[config.mk]
export PLATFORM = sky130hd
export DESIGN_NAME = tea_decryptor_iter
export DESIGN_NICKNAME = d
export VERILOG_FILES = /design/src/rtl/tea_decryptor_iter.sv
export SDC_FILE = /design/constraint.sdc
export NUM_CORES = 1
export LEC_CHECK = 0
export CAP_MARGIN = 25
export CELL_PAD_IN_SITES_DETAIL_PLACEMENT = 0
export CELL_PAD_IN_SITES_GLOBAL_PLACEMENT = 1
export CORE_MARGIN = 4
export CORE_UTILIZATION = 31
export CTS_BUF_LIST = sky130_fd_sc_hd__clkbuf_4 sky130_fd_sc_hd__clkbuf_8 sky130_fd_sc_hd__clkbuf_16
export CTS_CLUSTER_DIAMETER = 120
export DETAILED_ROUTE_END_ITERATION = 8
export PLACE_DENSITY_LB_ADDON = 0.1
export SLEW_MARGIN = 10
export SYNTH_ARGS = -nofsm -noshare
export SYNTH_HDL_FRONTEND = slang
export SYNTH_SLANG_ARGS = --single-unit
[constraint.sdc]
create_clock -name clk -period 22.4 [get_ports clk]
set_input_delay 6.72 -clock clk [delete_from_list [all_inputs] [get_ports clk]]
set_output_delay 6.72 -clock clk [all_outputs]
set_load 0.03 [all_outputs]
[src/rtl/tea_decryptor_iter.sv]
// Iterative TEA block decryptor. It runs one full decryption round per enabled clock,
// 32 rounds per 64-bit block, with valid/ready handshakes on the input and output sides.
module tea_decryptor_iter #(
  parameter logic [31:0] DELTA  = 32'h9E37_79B9,
  parameter int          ROUNDS = 32
) (
  input  logic         clk,
  input  logic         rst,
  input  logic         ena,
  input  logic         in_valid,
  output logic         in_ready,
  input  logic [63:0]  inBlock64,
  input  logic [127:0] key,
  output logic         out_valid,
  input  logic         out_ready,
  output logic [63:0]  outBlock64,
  output logic         busy,
  output logic [1:0]   o_dbg_state
);

  // Handshake rule: a transfer happens on a rising clk edge where valid && ready && ena.
  // Valid must not depend on ready. Data is stable while valid is high and ready is low.
  localparam int                CW       = (ROUNDS > 1) ? $clog2(ROUNDS) : 1;
  localparam logic [CW-1:0]     CNT_LAST = CW'(ROUNDS - 1);
  localparam logic [CW-1:0]     CNT_ONE  = CW'(1);
  localparam logic [31:0]       SUM_INIT = 32'(DELTA * 32'(ROUNDS));

  localparam logic [1:0] S_IDLE = 2'd0;
  localparam logic [1:0] S_RUN  = 2'd1;
  localparam logic [1:0] S_DONE = 2'd2;

  logic [1:0]    r_state;
  logic [CW-1:0] r_cnt;
  logic [31:0]   r_sum;
  logic [31:0]   r_v0;
  logic [31:0]   r_v1;
  logic [127:0]  r_key;
  logic          r_out_valid;
  logic [63:0]   r_out;

  logic [31:0] w_k0;
  logic [31:0] w_k1;
  logic [31:0] w_k2;
  logic [31:0] w_k3;
  logic [31:0] w_v1_next;
  logic [31:0] w_v0_next;
  logic        w_last;

  assign w_k0 = r_key[31:0];
  assign w_k1 = r_key[63:32];
  assign w_k2 = r_key[95:64];
  assign w_k3 = r_key[127:96];

  // v0 is updated from the freshly computed v1. This undoes the encryption order.
  assign w_v1_next = r_v1 - (((r_v0 << 4) + w_k2) ^ (r_v0 + r_sum) ^ ((r_v0 >> 5) + w_k3));
  assign w_v0_next = r_v0 - (((w_v1_next << 4) + w_k0) ^ (w_v1_next + r_sum) ^
                             ((w_v1_next >> 5) + w_k1));
  assign w_last    = (r_cnt == CNT_LAST);

  always_ff @(posedge clk or posedge rst) begin
    if (rst) begin
      r_state     <= S_IDLE;
      r_cnt       <= '0;
      r_sum       <= '0;
      r_v0        <= '0;
      r_v1        <= '0;
      r_key       <= '0;
      r_out_valid <= 1'b0;
      r_out       <= '0;
    end else if (ena) begin
      case (r_state)
        S_IDLE: begin
          if (in_valid) begin
            r_v0    <= inBlock64[31:0];
            r_v1    <= inBlock64[63:32];
            r_key   <= key;
            r_sum   <= SUM_INIT;
            r_cnt   <= '0;
            r_state <= S_RUN;
          end
        end
        S_RUN: begin
          r_v0  <= w_v0_next;
          r_v1  <= w_v1_next;
          r_sum <= r_sum - DELTA;
          if (w_last) begin
            r_cnt       <= '0;
            r_out       <= {w_v1_next, w_v0_next};
            r_out_valid <= 1'b1;
            r_state     <= S_DONE;
          end else begin
            r_cnt <= r_cnt + CNT_ONE;
          end
        end
        S_DONE: begin
          if (out_ready) begin
            r_out_valid <= 1'b0;
            r_state     <= S_IDLE;
          end
        end
        default: r_state <= S_IDLE;
      endcase
    end
  end

  assign in_ready    = (r_state == S_IDLE);
  assign busy        = (r_state == S_RUN);
  assign out_valid   = r_out_valid;
  assign outBlock64  = r_out;
  assign o_dbg_state = r_state;

  // After the last round, the sum schedule must have counted back to exactly zero.
  a_sum_zero: assert property (@(posedge clk) disable iff (rst)
    (ena && r_state == S_RUN && w_last) |=> (r_sum == 32'd0));

  a_out_hold: assert property (@(posedge clk) disable iff (rst)
    (r_state == S_DONE && !(ena && out_ready)) |=> ($stable(r_out) && r_out_valid));

endmodule

==> qor.csv, run 1 <==
stage,metric,value,unit
global_route,grt-ovfl-total,0,
worst_setup_path,cpMostUsedCell,xnor2_1,
timing,worst-slew-pin-transition,0.9060,ns
clocking,cts_root_buffer,clkbuf_16,
clocking,ctsHoldBuffers,0,
yosys,synth_seq_area_share,0.3077,
yosys,synthArstFlopShare,1.000,
detailed_routing,drtPass1Iterations,5,
yosys,synth.avg_cell_area,8.563,µm²
clocking,clockBufferDepth,3,
timing,rsz0062_at_grt,no,
yosys,synth_cells,2811,
worst_setup_path,regToRegSetupSlack,12.21,ns
yosys,synth-edff-count,0,
timing,min_period_over_period,0.4551,
clocking,ctsResizeCount,0,
timing,slew_viol_final,0,
floorplanning,initial_core_util,0.3148,
global_route,grt_antenna_before_repair,1,
floorplanning,coreArea,76450,µm²
cells_and_area,fin_nets,3520,
yosys,synth.distinct_cells,93,
detailed_routing,drc,0,
timing,slew_headroom,0.3940,
worst_setup_path,cp-end-kind,flop,
worst_setup_path,r2r_end,r_v0[27]$_DFFE_PP0P_,
detailed_routing,via_count,21250,
worst_setup_path,critPathArrivalTime,10.67,ns
yosys,synthFlopType,dfrtp_1,
floorplanning,io_pins,266,
flow_run,maxCapViolCount,0,
floorplanning,die_w,286.6,µm
place,post-place-ws,12.06,ns
global_route,track_usage,0.2142,
yosys,syn_area,24070,µm²
worst_setup_path,worst_ep_required_time,22.88,ns
clocking,cts_buffers,39,
global_route,grt_pass1_wl,134.7,mm
cells_and_area,fill_cells,7845,
min_path,worstHoldStart,outBlock64[33]$_DFFE_PP0P_,
clocking,clkSlewWorstSetupHoldPaths,0.06,ns
worst_setup_path,crit_start,r_sum[0]$_DFFE_PP0P_,
worst_setup_path,critical-path-slowest-cell,xor2_1,
clocking,cts_setup_buffers,0,
global_route,grt_start_max_net_pins,93,
clocking,clock_sinks,296,
cells_and_area,final_common_cell,nand2_1,
yosys,synth_nets,3259,
clocking,htreeDepth,2,
min_path,hold_depth,2,
detailed_routing,wl_per_cell,21.76,µm
timing,period_minus_slack,10.19,ns
worst_setup_path,startpoint_type,flop,
place,dp.cells,4060,
timing,skew,0.03061,ns
detailed_routing,drtIter0Drc,1491,
cells_and_area,diodes,0,
global_route,grt_pass1_vias,21530,
clocking,cts_tree,done,
place,numPortBuffers,265,
yosys,synth-seq-cells,296,
detailed_routing,viasPerCell,5.148,
outcome,status,completed,
floorplanning,dieArea,82170,µm²
cells_and_area,area_growth,21.77,%
detailed_routing,ant_nets,0,
cells_and_area,final_cell_mix,"nand2_1 (573), dfrtp_1 (295), xnor2_1 (288)",
cells_and_area,drive_above_1_share,0.06781,
place,gp_congestion,0.8949,
worst_setup_path,critPathMaxFanout,6,
clocking,clk_latency,0.57,ns
timing,tns,0,ns
place,dp_hpwl,71.58,mm
detailed_routing,wl,89.81,mm
floorplanning,die_h,286.6,µm
worst_setup_path,rr_worst_depth,37,
worst_setup_path,critPathKind,flop to flop,
min_path,min_to,outBlock64[33]$_DFFE_PP0P_,
worst_setup_path,reg2reg_from,r_sum[0]$_DFFE_PP0P_,
timing,finalSetupViolations,0,
cells_and_area,finalNonFillerCells,4127,
floorplanning,rows,101,
yosys,yosys_warnings,0,
min_path,min_path_type,flop to flop,
timing,setup_slack,12.21,ns
timing,hold_viol_final,0,
timing,fmax,98.09,MHz
worst_setup_path,slowest_delay,0.73,ns
## how the worst max path moves through the flow
stage               cells past startpoint  slack [ns]                          to
finish                                 37       12.21        r_v0[27]$_DFFE_PP0P_
global route                           37       11.61        r_v0[25]$_DFFE_PP0P_
CTS                                    37       12.28        r_v0[27]$_DFFE_PP0P_
detailed placement                      9       12.06  outBlock64[37]$_DFFE_PP0P_
global placement                        9       11.64  outBlock64[56]$_DFFE_PP0P_
floorplan                               1        7.50  o_dbg_state[0]$_DFFE_PP0P_
## worst max-delay path: cells and delay by family (launching register included)
family / cells / cell delay [ns]
AND/OR/NAND/NOR: 5 / 0.95
adder cells (fa/ha/maj): 5 / 1.86
buffers and inverters: 1 / 0.11
AO/OA/AOI/OAI: 19 / 4.77
XOR/XNOR: 7 / 1.95
flip-flops: 1 / 0.47
## final cells by class
class	count	area (µm²)	area share
Clock buffer	55	1181	0.04030
Clock inverter	11	96.34	0.003287
Inverter	75	289.0	0.009861
Multi-Input combinational cell	2358	16100	0.5492
Sequential cell	296	7408	0.2528
Tap cell	1030	1289	0.04397
Timing Repair Buffer	302	2950	0.1007
## cells by family (layout without fill, tap and decap cells)
kind of cell	Yosys count	after routing	share of synthesized area
simple gates	886	886	0.1587
mux	51	51	0.02381
buf+inv	157	443	0.02459
flops	296	296	0.3077
compound gates	798	798	0.2125
fa+ha+maj	251	251	0.1330
xor+xnor	372	372	0.1397
## stage by stage
step | util | hold slack [ns] | area, µm²
after CTS | 0.3833 | 0.4823 | 29300
final | 0.3834 | 0.4808 | 29310
after global routing | 0.3834 | 0.5075 | 29310
after global placement | 0.3662 | 0.4676 | 28000
after detailed placement | 0.3665 | 0.4700 | 28020
after floorplan | - | 0.4497 | 24070
## layer usage
metal,global-route usage,wire length (µm),up-vias
li1,-,-,10430
met2,0.3316,38780,469
met1,0.3181,45070,10260
met3,0.02851,4102,81
met4,0.04595,1858,0
met5,0,0,-
## flip-flops by register name (all words and copies together) (netlist names)
name,count
r_v1,32
r_v0,32
o_dbg_state,2
r_sum,32
out_valid,1
r_key,128
r_cnt,5
outBlock64,64
## synth_stat cells (all sizes together), types with 4 or more instances
master   count  area share
and2         7      0.0018
clkbuf      69       0.011
nor3        22      0.0050
o31ai       13      0.0056
nor2b       19      0.0049
o21ai      209       0.044
a21boi      13      0.0042
a21o       115       0.036
a21oi      226       0.048
a2111oi      6      0.0043
a211oi      20      0.0074
xor2        76       0.028
a211o        7      0.0026
nand2      574       0.090
and4         5      0.0019
nor2       105       0.016
xnor3        7      0.0066
dfrtp      296        0.31
buf         13      0.0021
nor4         8      0.0023
inv         75       0.012
o21bai      30      0.0094
nand4       18      0.0047
or3         26      0.0068
xnor2      289        0.11
or2          4      0.0010
a41oi        4      0.0018
nand3b       5      0.0016
o21a        27      0.0084
ha         243        0.13
a221oi       6      0.0027
nand3       48       0.010
mux2        50       0.023
nand2b      29      0.0075
and3         8      0.0021
a31oi       22      0.0066
fa           8      0.0067
o22ai       55       0.015
a311oi       5      0.0021
o211ai      15      0.0049
Power of run 1 is left out: the tool's default activity adds up to more than one toggle a clock period on the data nets, which glitch-free logic cannot reach.
==> run 2: changes to the inputs <==
Clock period 22.4 ns to 10.4 ns, I/O delays scaled along.
==> run 2 against run 1 <==
  * Global-route usage up 0.16 points
  * Register-to-register slack worse by 12 ns
  * Clock-buffer cell count down 8
  * Critical path type unchanged
  * Flip-flop and latch count unchanged
  * Critical path depth up 2
==> qor.csv, run 2 (synthesis gave the netlist of run 1 again) <==
stage,metric,value,unit,change
outcome,status,completed,,
cells_and_area,drive_above_1_share,0.07267,,+0.004861
worst_setup_path,cp-end-kind,flop,,
global_route,grt_start_max_net_pins,111,,+19%
detailed_routing,viasPerCell,5.176,,+0.54%
detailed_routing,wl_per_cell,21.81,µm,+0.22%
timing,min_period_over_period,0.9343,,+0.4792
clocking,clock_sinks,296,,unchanged
global_route,track_usage,0.2158,,+0.001597
clocking,clk_latency,0.58,ns,about the same
place,gp_congestion,0.8907,,-0.47%
place,numPortBuffers,265,,unchanged
timing,slew_viol_final,0,,unchanged
timing,finalSetupViolations,0,,unchanged
floorplanning,die_w,286.6,µm,unchanged
timing,fmax,102.9,MHz,+4.9%
floorplanning,io_pins,266,,unchanged
worst_setup_path,regToRegSetupSlack,0.68,ns,-11.52 ns
cells_and_area,fin_nets,3528,,+0.23%
detailed_routing,via_count,21440,,+0.91%
cells_and_area,final_cell_mix,"nand2_1 (573), dfrtp_1 (295), xnor2_1 (286)",,
clocking,clkSlewWorstSetupHoldPaths,0.06,ns,about the same
timing,rsz0062_at_grt,no,,
worst_setup_path,critPathMaxFanout,6,,unchanged
detailed_routing,drtIter0Drc,1226,,-18%
global_route,grt-ovfl-total,0,,unchanged
clocking,clockBufferDepth,3,,unchanged
timing,slew_headroom,0.3456,,-0.04833
cells_and_area,regMostFlops,r_key,,
global_route,grt_pass1_vias,21890,,+1.7%
floorplanning,initial_core_util,0.3148,,unchanged
place,dp_hpwl,71.31,mm,-0.37%
worst_setup_path,critical-path-slowest-cell,xor2_1,,
clocking,cts_root_buffer,clkbuf_16,,
clocking,cts_tree,done,,
worst_setup_path,critPathArrivalTime,10.19,ns,-0.48 ns
worst_setup_path,startpoint_type,flop,,
floorplanning,dieArea,82170,µm²,unchanged
timing,skew,0.03051,ns,-0.0001001 ns
min_path,min_path_type,flop to flop,,
flow_run,maxCapViolCount,0,,unchanged
floorplanning,coreArea,76450,µm²,unchanged
cells_and_area,final_common_cell,nand2_1,,
clocking,cts_buffers,39,,unchanged
cells_and_area,largest_reg_flops,128,,unchanged
timing,worst-slew-pin-transition,0.9816,ns,+0.07556 ns
global_route,grt_antenna_before_repair,3,,+2
timing,tns,0,ns,unchanged
clocking,htreeDepth,2,,unchanged
worst_setup_path,critPathKind,flop to flop,,
floorplanning,rows,101,,unchanged
timing,hold_viol_final,0,,unchanged
worst_setup_path,worst_ep_required_time,10.88,ns,-12.00 ns
global_route,grt_pass1_wl,136.4,mm,+1.2%
timing,period_minus_slack,9.717,ns,-0.4778 ns
worst_setup_path,slowest_delay,0.67,ns,-0.06 ns
clocking,ctsHoldBuffers,0,,unchanged
floorplanning,die_h,286.6,µm,unchanged
detailed_routing,drc,0,,unchanged
cells_and_area,area_growth,22.19,%,
detailed_routing,drtPass1Iterations,5,,unchanged
detailed_routing,wl,90.34,mm,+0.59%
detailed_routing,ant_nets,0,,unchanged
[run 2: path summary, 6_finish.rpt]
path                                       startpoint                        end  cells past startpoint
worst min-delay path            r_key[25]$_DFFE_PP0P_      r_key[25]$_DFFE_PP0P_                      2
worst max register to register    r_v0[5]$_DFFE_PP0P_       r_v0[31]$_DFFE_PP0P_                     39
worst min register to register  r_key[25]$_DFFE_PP0P_      r_key[25]$_DFFE_PP0P_                      2
min in group asynchronous                         rst  outBlock64[8]$_DFFE_PP0P_                      2
max in group asynchronous                         rst      r_key[27]$_DFFE_PP0P_                      4
worst max-delay path              r_v0[5]$_DFFE_PP0P_       r_v0[31]$_DFFE_PP0P_                     39
[run 2: area by class of cell]
class,count,area (µm²)
Timing Repair Buffer,310,3007
Sequential cell,296,7408
Tap cell,1030,1289
Inverter,75,285.3
Clock inverter,24,211.5
Antenna cell,2,5.005
Multi-Input combinational cell,2358,16130
Clock buffer,47,1079
Fill cell,7728,47050
[run 2: stage by stage]
stage / setup WS [ns] / hold slack [ns] / area (µm²) / util / cells
final: 0.6829 / 0.4812 / 29410 / 0.3847 / 4142
after global routing: 0.06615 / 0.4975 / 29400 / 0.3846 / 4140
after CTS: 0.4326 / 0.4912 / 29370 / 0.3842 / 4140
after detailed placement: 0.4844 / 0.4742 / 28080 / 0.3673 / 4069
after global placement: 0.6696 / 0.4714 / 28070 / 0.3672 / 4068
after floorplan: 2.167 / 0.4497 / 24070 / - / 2811
[run 2: worst max-delay path: cells and delay by family, from the launching register on]
family                   cells  cell delay [ns]
XOR/XNOR                     7             1.96
adder cells (fa/ha/maj)      5             2.01
flip-flops                   1             0.47
AND/OR/NAND/NOR              8             0.94
AO/OA/AOI/OAI               19             4.21
[run 2: routing by layer]
layer,GRT usage,vias up,part of all wire
met4,0.03353,0,0.014
met5,0,-,0
met1,0.3279,10460,0.52
li1,-,10460,-
met3,0.02939,65,0.046
met2,0.3306,453,0.42
[run 2: what timing repair did]
| action | CTS | global route |
|---|---|---|
| endpoints found under the setup margin | 0 | 6 |
| resized for setup | 0 | 5 |
| setup buffers | 0 | 0 |
Power of run 2 is left out for the same reason.
